[config.mk]
export PLATFORM = sky130hd
export DESIGN_NAME = counter_sequencer
export DESIGN_NICKNAME = d
export VERILOG_FILES = /design/src/rtl/counter_sequencer_pkg.sv /design/src/rtl/counter_sequencer_rr_arb2.sv /design/src/rtl/counter_sequencer.sv
export SDC_FILE = /design/constraint.sdc
export NUM_CORES = 1
export LEC_CHECK = 0
export CAP_MARGIN = 30
export CORE_MARGIN = 8
export CORE_UTILIZATION = 51
export CTS_CLUSTER_SIZE = 10
export DETAILED_ROUTE_END_ITERATION = 8
export PLACE_DENSITY = 0.87
export SLEW_MARGIN = 15
export SYNTH_ARGS = -nofsm -noshare
export SYNTH_HDL_FRONTEND = slang
export SYNTH_SLANG_ARGS = --single-unit
[constraint.sdc]
create_clock -name clk -period 4.1 [get_ports clk]
set_input_delay 1.23 -clock clk [delete_from_list [all_inputs] [get_ports clk]]
set_output_delay 1.23 -clock clk [all_outputs]
set_load 0.05 [all_outputs]
[src/rtl/counter_sequencer_pkg.sv]
// ============================================================================
// counter_sequencer_pkg : shared state encoding, requester ids, default width
// Revision 1.0
// ============================================================================
`default_nettype none

package counter_sequencer_pkg;

  localparam int DEFAULT_WIDTH = 3;

  typedef enum logic [2:0] {
    ST_IDLE   = 3'd0,
    ST_ISSUE  = 3'd1,
    ST_CLEAR  = 3'd2,
    ST_SETTLE = 3'd3,
    ST_ACK    = 3'd4,
    ST_REJECT = 3'd5
  } state_t;

  localparam logic [1:0] ID_A   = 2'd0;
  localparam logic [1:0] ID_B   = 2'd1;
  localparam logic [1:0] ID_CLR = 2'd2;

endpackage

`default_nettype wire

[src/rtl/counter_sequencer_rr_arb2.sv]
// ============================================================================
// rr_arb2 : two-way round-robin arbiter, history moves only on strobed grants
// Revision 1.0
// ============================================================================
`default_nettype none

module rr_arb2 (
  input  logic       clk,
  input  logic       reset,
  input  logic [1:0] req,
  input  logic       gnt_en,
  output logic [1:0] gnt
);

  // Set means requester 1 (B) was served most recently, so A wins a tie.
  logic last_b_q;

  always_comb begin
    gnt    = 2'b00;
    gnt[0] = req[0] & (~req[1] | last_b_q);
    gnt[1] = req[1] & (~req[0] | ~last_b_q);
  end

  always_ff @(posedge clk or negedge reset) begin
    if (!reset) begin
      last_b_q <= 1'b1;
    end else if (gnt_en && (gnt != 2'b00)) begin
      last_b_q <= gnt[1];
    end
  end

endmodule

`default_nettype wire

[src/rtl/counter_sequencer.sv]
// ============================================================================
// counter_sequencer : arbitrates step/clear requests onto an external counter
// Revision 1.0
// ============================================================================
`default_nettype none

module counter_sequencer
  import counter_sequencer_pkg::*;
#(
  parameter int WIDTH = DEFAULT_WIDTH
) (
  input  logic             clk,
  input  logic             reset,
  input  logic             req_a,
  input  logic             dir_a,
  input  logic             req_b,
  input  logic             dir_b,
  input  logic             clr_req,
  input  logic [WIDTH-1:0] cnt_in,
  output logic             cnt_up,
  output logic             cnt_down,
  output logic             cnt_en,
  output logic             cnt_rst,
  output logic             ack_a,
  output logic             ack_b,
  output logic             nack_a,
  output logic             nack_b,
  output logic             clr_ack,
  output logic             full,
  output logic             empty,
  output logic             seq_err
);

  state_t           state_q;
  logic [1:0]       id_q;
  logic [WIDTH-1:0] expected_q;
  logic             seq_err_q;
  logic             cnt_up_q, cnt_down_q, cnt_en_q, cnt_rst_q;
  logic             ack_a_q, ack_b_q, nack_a_q, nack_b_q, clr_ack_q;

  logic [1:0] gnt;
  logic       gnt_en;
  logic       win_dir;
  logic       win_reject;

  assign full    = (cnt_in == {WIDTH{1'b1}});
  assign empty   = (cnt_in == '0);
  assign gnt_en  = (state_q == ST_IDLE) && !clr_req;
  assign win_dir = gnt[1] ? dir_b : dir_a;
  // Stepping past either end would wrap the counter, so it is refused instead.
  assign win_reject = (win_dir && full) || (!win_dir && empty);

  rr_arb2 u_arb (
    .clk    (clk),
    .reset  (reset),
    .req    ({req_b, req_a}),
    .gnt_en (gnt_en),
    .gnt    (gnt)
  );

  always_ff @(posedge clk or negedge reset) begin
    if (!reset) begin
      state_q    <= ST_IDLE;
      id_q       <= ID_A;
      expected_q <= '0;
      seq_err_q  <= 1'b0;
      cnt_up_q   <= 1'b0;
      cnt_down_q <= 1'b0;
      cnt_en_q   <= 1'b0;
      cnt_rst_q  <= 1'b0;
      ack_a_q    <= 1'b0;
      ack_b_q    <= 1'b0;
      nack_a_q   <= 1'b0;
      nack_b_q   <= 1'b0;
      clr_ack_q  <= 1'b0;
    end else begin
      cnt_up_q   <= 1'b0;
      cnt_down_q <= 1'b0;
      cnt_en_q   <= 1'b0;
      cnt_rst_q  <= 1'b0;
      ack_a_q    <= 1'b0;
      ack_b_q    <= 1'b0;
      nack_a_q   <= 1'b0;
      nack_b_q   <= 1'b0;
      clr_ack_q  <= 1'b0;
      unique case (state_q)
        ST_IDLE: begin
          if (clr_req) begin
            state_q    <= ST_CLEAR;
            id_q       <= ID_CLR;
            expected_q <= '0;
            cnt_rst_q  <= 1'b1;
          end else if (gnt != 2'b00) begin
            id_q       <= gnt[1] ? ID_B : ID_A;
            expected_q <= win_dir ? cnt_in + WIDTH'(1) : cnt_in - WIDTH'(1);
            if (win_reject) begin
              state_q  <= ST_REJECT;
              nack_a_q <= gnt[0];
              nack_b_q <= gnt[1];
            end else begin
              state_q    <= ST_ISSUE;
              cnt_en_q   <= 1'b1;
              cnt_up_q   <= win_dir;
              cnt_down_q <= !win_dir;
            end
          end
        end
        ST_ISSUE, ST_CLEAR: begin
          state_q <= ST_SETTLE;
        end
        ST_SETTLE: begin
          state_q   <= ST_ACK;
          ack_a_q   <= (id_q == ID_A);
          ack_b_q   <= (id_q == ID_B);
          clr_ack_q <= (id_q == ID_CLR);
        end
        ST_ACK: begin
          state_q <= ST_IDLE;
          if (cnt_in != expected_q) begin
            seq_err_q <= 1'b1;
          end
        end
        ST_REJECT: begin
          state_q <= ST_IDLE;
        end
        default: begin
          state_q <= ST_IDLE;
        end
      endcase
    end
  end

  assign cnt_up   = cnt_up_q;
  assign cnt_down = cnt_down_q;
  assign cnt_en   = cnt_en_q;
  assign cnt_rst  = cnt_rst_q;
  assign ack_a    = ack_a_q;
  assign ack_b    = ack_b_q;
  assign nack_a   = nack_a_q;
  assign nack_b   = nack_b_q;
  assign clr_ack  = clr_ack_q;
  assign seq_err  = seq_err_q;

endmodule

`default_nettype wire

==> flow_metrics.env, run 1 <==
export IMPL_vdd_drop_max_uv=344
export IMPL_crit_fanout=6
export IMPL_hpwl_um=1670
export IMPL_place_congestion=0.801
export IMPL_leakage_nw=0.488
export IMPL_fmax_mhz=265
export IMPL_synth_sequential_area_ratio=0.526
export IMPL_tightest_slew_ns=0.796
export IMPL_r2r_start="u_arb.last_b_q"
export IMPL_period_needed_ns=3.77
export IMPL_drtAntennaViolNets=0
export IMPL_die_w_um=58.2
export IMPL_firstDrtPassIters=4
export IMPL_synth_simple_area_share=0.218
export IMPL_drt_iter0_markers=21
export IMPL_skew_ns=0.00611
export IMPL_hold_end="seq_err"
export IMPL_top_layer="met4"
export IMPL_hold_buffers=0
export IMPL_hp_start="seq_err"
export IMPL_fin_crit_sh=0.919
export IMPL_grt_max_degree=20
export IMPL_synth_fa_ha_area_frac=0.0138
export IMPL_nNetsFinal=119
export IMPL_whs_path_depth=1
export IMPL_arrival_ns=2.54
export IMPL_diodes=0
export IMPL_max_cap_violations=0
export IMPL_slew_headroom=0.468
export IMPL_crit_path_start_kind="input pin"
export IMPL_num_io_pins=22
export IMPL_core_um2=1710
export IMPL_route_met2_wl_um=1030
export IMPL_worstSetupPathType="in -> out"
export IMPL_grt_overflow_total=0
export IMPL_grt_pass1_vias=831
export IMPL_drt_met1_wl_um=872
export IMPL_io_buffers=21
export IMPL_ctsHtreeMaxLevel=1
export IMPL_powerDensity_nw_per_um2=601
export IMPL_finalSetupTns_ns=0
export IMPL_grtUsageTotal=0.146
export IMPL_cts_sinks=19
export IMPL_synth_compound_area_share=0.149
export IMPL_core_rowCount=15
export IMPL_dieArea_um2=3380
export IMPL_synthDistinctLibCells=32
export IMPL_synth_xor_area_frac=0.0483
export IMPL_hold_viol=0
export IMPL_drive_gt1_frac=0.121
export IMPL_synth_seq_cells=19
export IMPL_r2r_slack_ns=1.72
export IMPL_area_growth_synth_to_final_pct=31.6
export IMPL_hold_class="reg -> reg"
export IMPL_final_common_cell="clkdlybuf4s50_1"
export IMPL_clk_pin_slew_ns=0.11
export IMPL_drc_errors=0
export IMPL_reg2reg_to="expected_q[2]"
export IMPL_cts_root_buf="clkbuf_4"
export IMPL_status="finished clean"
export IMPL_final_cell_mix="clkdlybuf4s50_1 (19), dfrtp_1 (18), nand2_1 (8)"
export IMPL_vias=765
export IMPL_syn_num_nets=94
export IMPL_wl_per_cell_um=16.2
export IMPL_synth_area_per_cell_um2=10.9
export IMPL_clk_path_buf_depth=2
export IMPL_worstSetupStartpoint="cnt_in[1]"
export IMPL_antenna_found_initial=0
export IMPL_critPathRequiredTime_ns=2.87
export IMPL_syn_inst=83
export IMPL_yosys_warnings=0
export IMPL_timing_final_max_slew_violations=0
export IMPL_cts_tree="done"
export IMPL_rsz0062_at_grt="no"
export IMPL_cts_setup_buffers=0
export IMPL_via_per_inst=5.80
export IMPL_grt_pass1_wl_um=3770
export IMPL_setup_violations=0
export IMPL_start_util=0.531
export IMPL_met3_length_um=158
export IMPL_synth_cell_area_um2=907
export IMPL_totalWireLength_um=2140
export IMPL_r2r_cells=7
export IMPL_cts_resized=0
export IMPL_placed_cell_area_um2=1170
export IMPL_endpoint_kind="output pin"
export IMPL_synth_mux_area_frac=0.0345
export IMPL_final_area_um2=1190
export IMPL_clk_latency_ns=0.31
export IMPL_cts_buffers=3
export IMPL_synth_top_family_by_area="simple AND/OR/NAND/NOR gates"
export IMPL_die_height_um=58.2
## synthesized netlist by cell type, drive strengths merged
library cell | n | area, um^2
a211oi | 1 | 7.51
a21boi | 1 | 11.3
a21o | 1 | 7.51
a21oi | 1 | 5.00
a221o | 1 | 10.0
a22o | 1 | 8.76
a22oi | 1 | 7.51
a2bb2oi | 2 | 17.5
a311oi | 1 | 8.76
a31o | 1 | 8.76
and2 | 3 | 18.8
and3 | 2 | 12.5
buf | 2 | 10.0
dfrtp | 18 | 450
dfstp | 1 | 26.3
ha | 1 | 12.5
mux2 | 1 | 11.3
mux2i | 2 | 20.0
nand2 | 8 | 30.0
nand3 | 1 | 5.00
nand3b | 1 | 7.51
nor2 | 4 | 15.0
nor2b | 2 | 12.5
nor3 | 7 | 35.0
nor3b | 3 | 22.5
nor4 | 1 | 21.3
o21ai | 7 | 35.0
o31ai | 1 | 7.51
or3 | 1 | 6.26
or4 | 1 | 11.3
xnor2 | 4 | 35.0
xor2 | 1 | 8.76
## worst max path at each step
| stage | endpoint | depth (start not counted) |
|---|---|---|
| floorplan | empty | 1 |
| global placement | expected_q[2] | 8 |
| detailed placement | expected_q[2] | 8 |
| CTS | empty | 3 |
| global route | empty | 3 |
| finish | empty | 3 |
## registers in the layout (all words and copies together) (netlist names)
name	cells
ack_a	1
ack_b	1
clr_ack	1
cnt_down	1
cnt_en	1
cnt_rst	1
cnt_up	1
expected_q	3
id_q	2
nack_a	1
nack_b	1
seq_err	1
state_q	3
u_arb.last_b_q	1
## critical path: stages
cell	delay, ns
clkdlybuf4s50_1	0.55
nor3_1	0.55
buf_12	0.21
## through the flow
| step | hold slack [ns] | total power [mW] | util | instances | setup slack, ns |
|---|---|---|---|---|---|
| floorplan | 0.447 | 0.526 | - | 83 | 0.446 |
| global placement | 0.455 | 0.605 | 0.683 | 128 | 0.381 |
| detailed placement | 0.465 | 0.623 | 0.683 | 128 | 0.246 |
| CTS | 0.494 | 0.719 | 0.699 | 132 | 0.367 |
| global route | 0.517 | 0.764 | 0.699 | 132 | 0.299 |
| finish | 0.490 | 0.717 | 0.699 | 132 | 0.332 |
## power breakdown
part	total [mW]	switching [mW]	internal [mW]	leakage, nW
Sequential	0.320	0.0700	0.250	0.243
Clock	0.0959	0.0594	0.0365	0.0177
Combinational	0.302	0.171	0.130	0.226
## kinds of logic after synthesis
group / after synthesis
fa+ha+maj: 1
xor+xnor: 5
simple gates: 34
buf+inv: 2
flops: 19
compound gates: 19
mux: 3
## cell type report
| cell class | count | area (um^2) |
|---|---|---|
| fillers | 120 | 514 |
| flip-flops and latches | 19 | 477 |
| multi-input cells | 62 | 420 |
| repair buffers | 22 | 238 |
| well taps | 25 | 31.3 |
| clock buffers | 3 | 22.5 |
| clock inverters | 1 | 5.00 |
## layer usage
metal,track usage,vias to the layer above
li1,-,354
met1,0.151,372
met2,0.228,27
met3,0.0596,12
met4,0.122,0
met5,0,-
No activity file was read; power rests on OpenSTA's default activity.
==> run 2, diff against run 1 <==
Settings changed: HOLD_SLACK_MARGIN set to 0.02, SLEW_MARGIN 15 to not set.
==> results of run 2 <==
Final layout, timing and power as in run 1 (identical DEF).
==> run 3, diff against run 2 <==
Settings changed: ABC_CLOCK_PERIOD_IN_PS set to 4100.
==> results of run 3 <==
Final layout, timing and power as in run 1 (identical DEF).
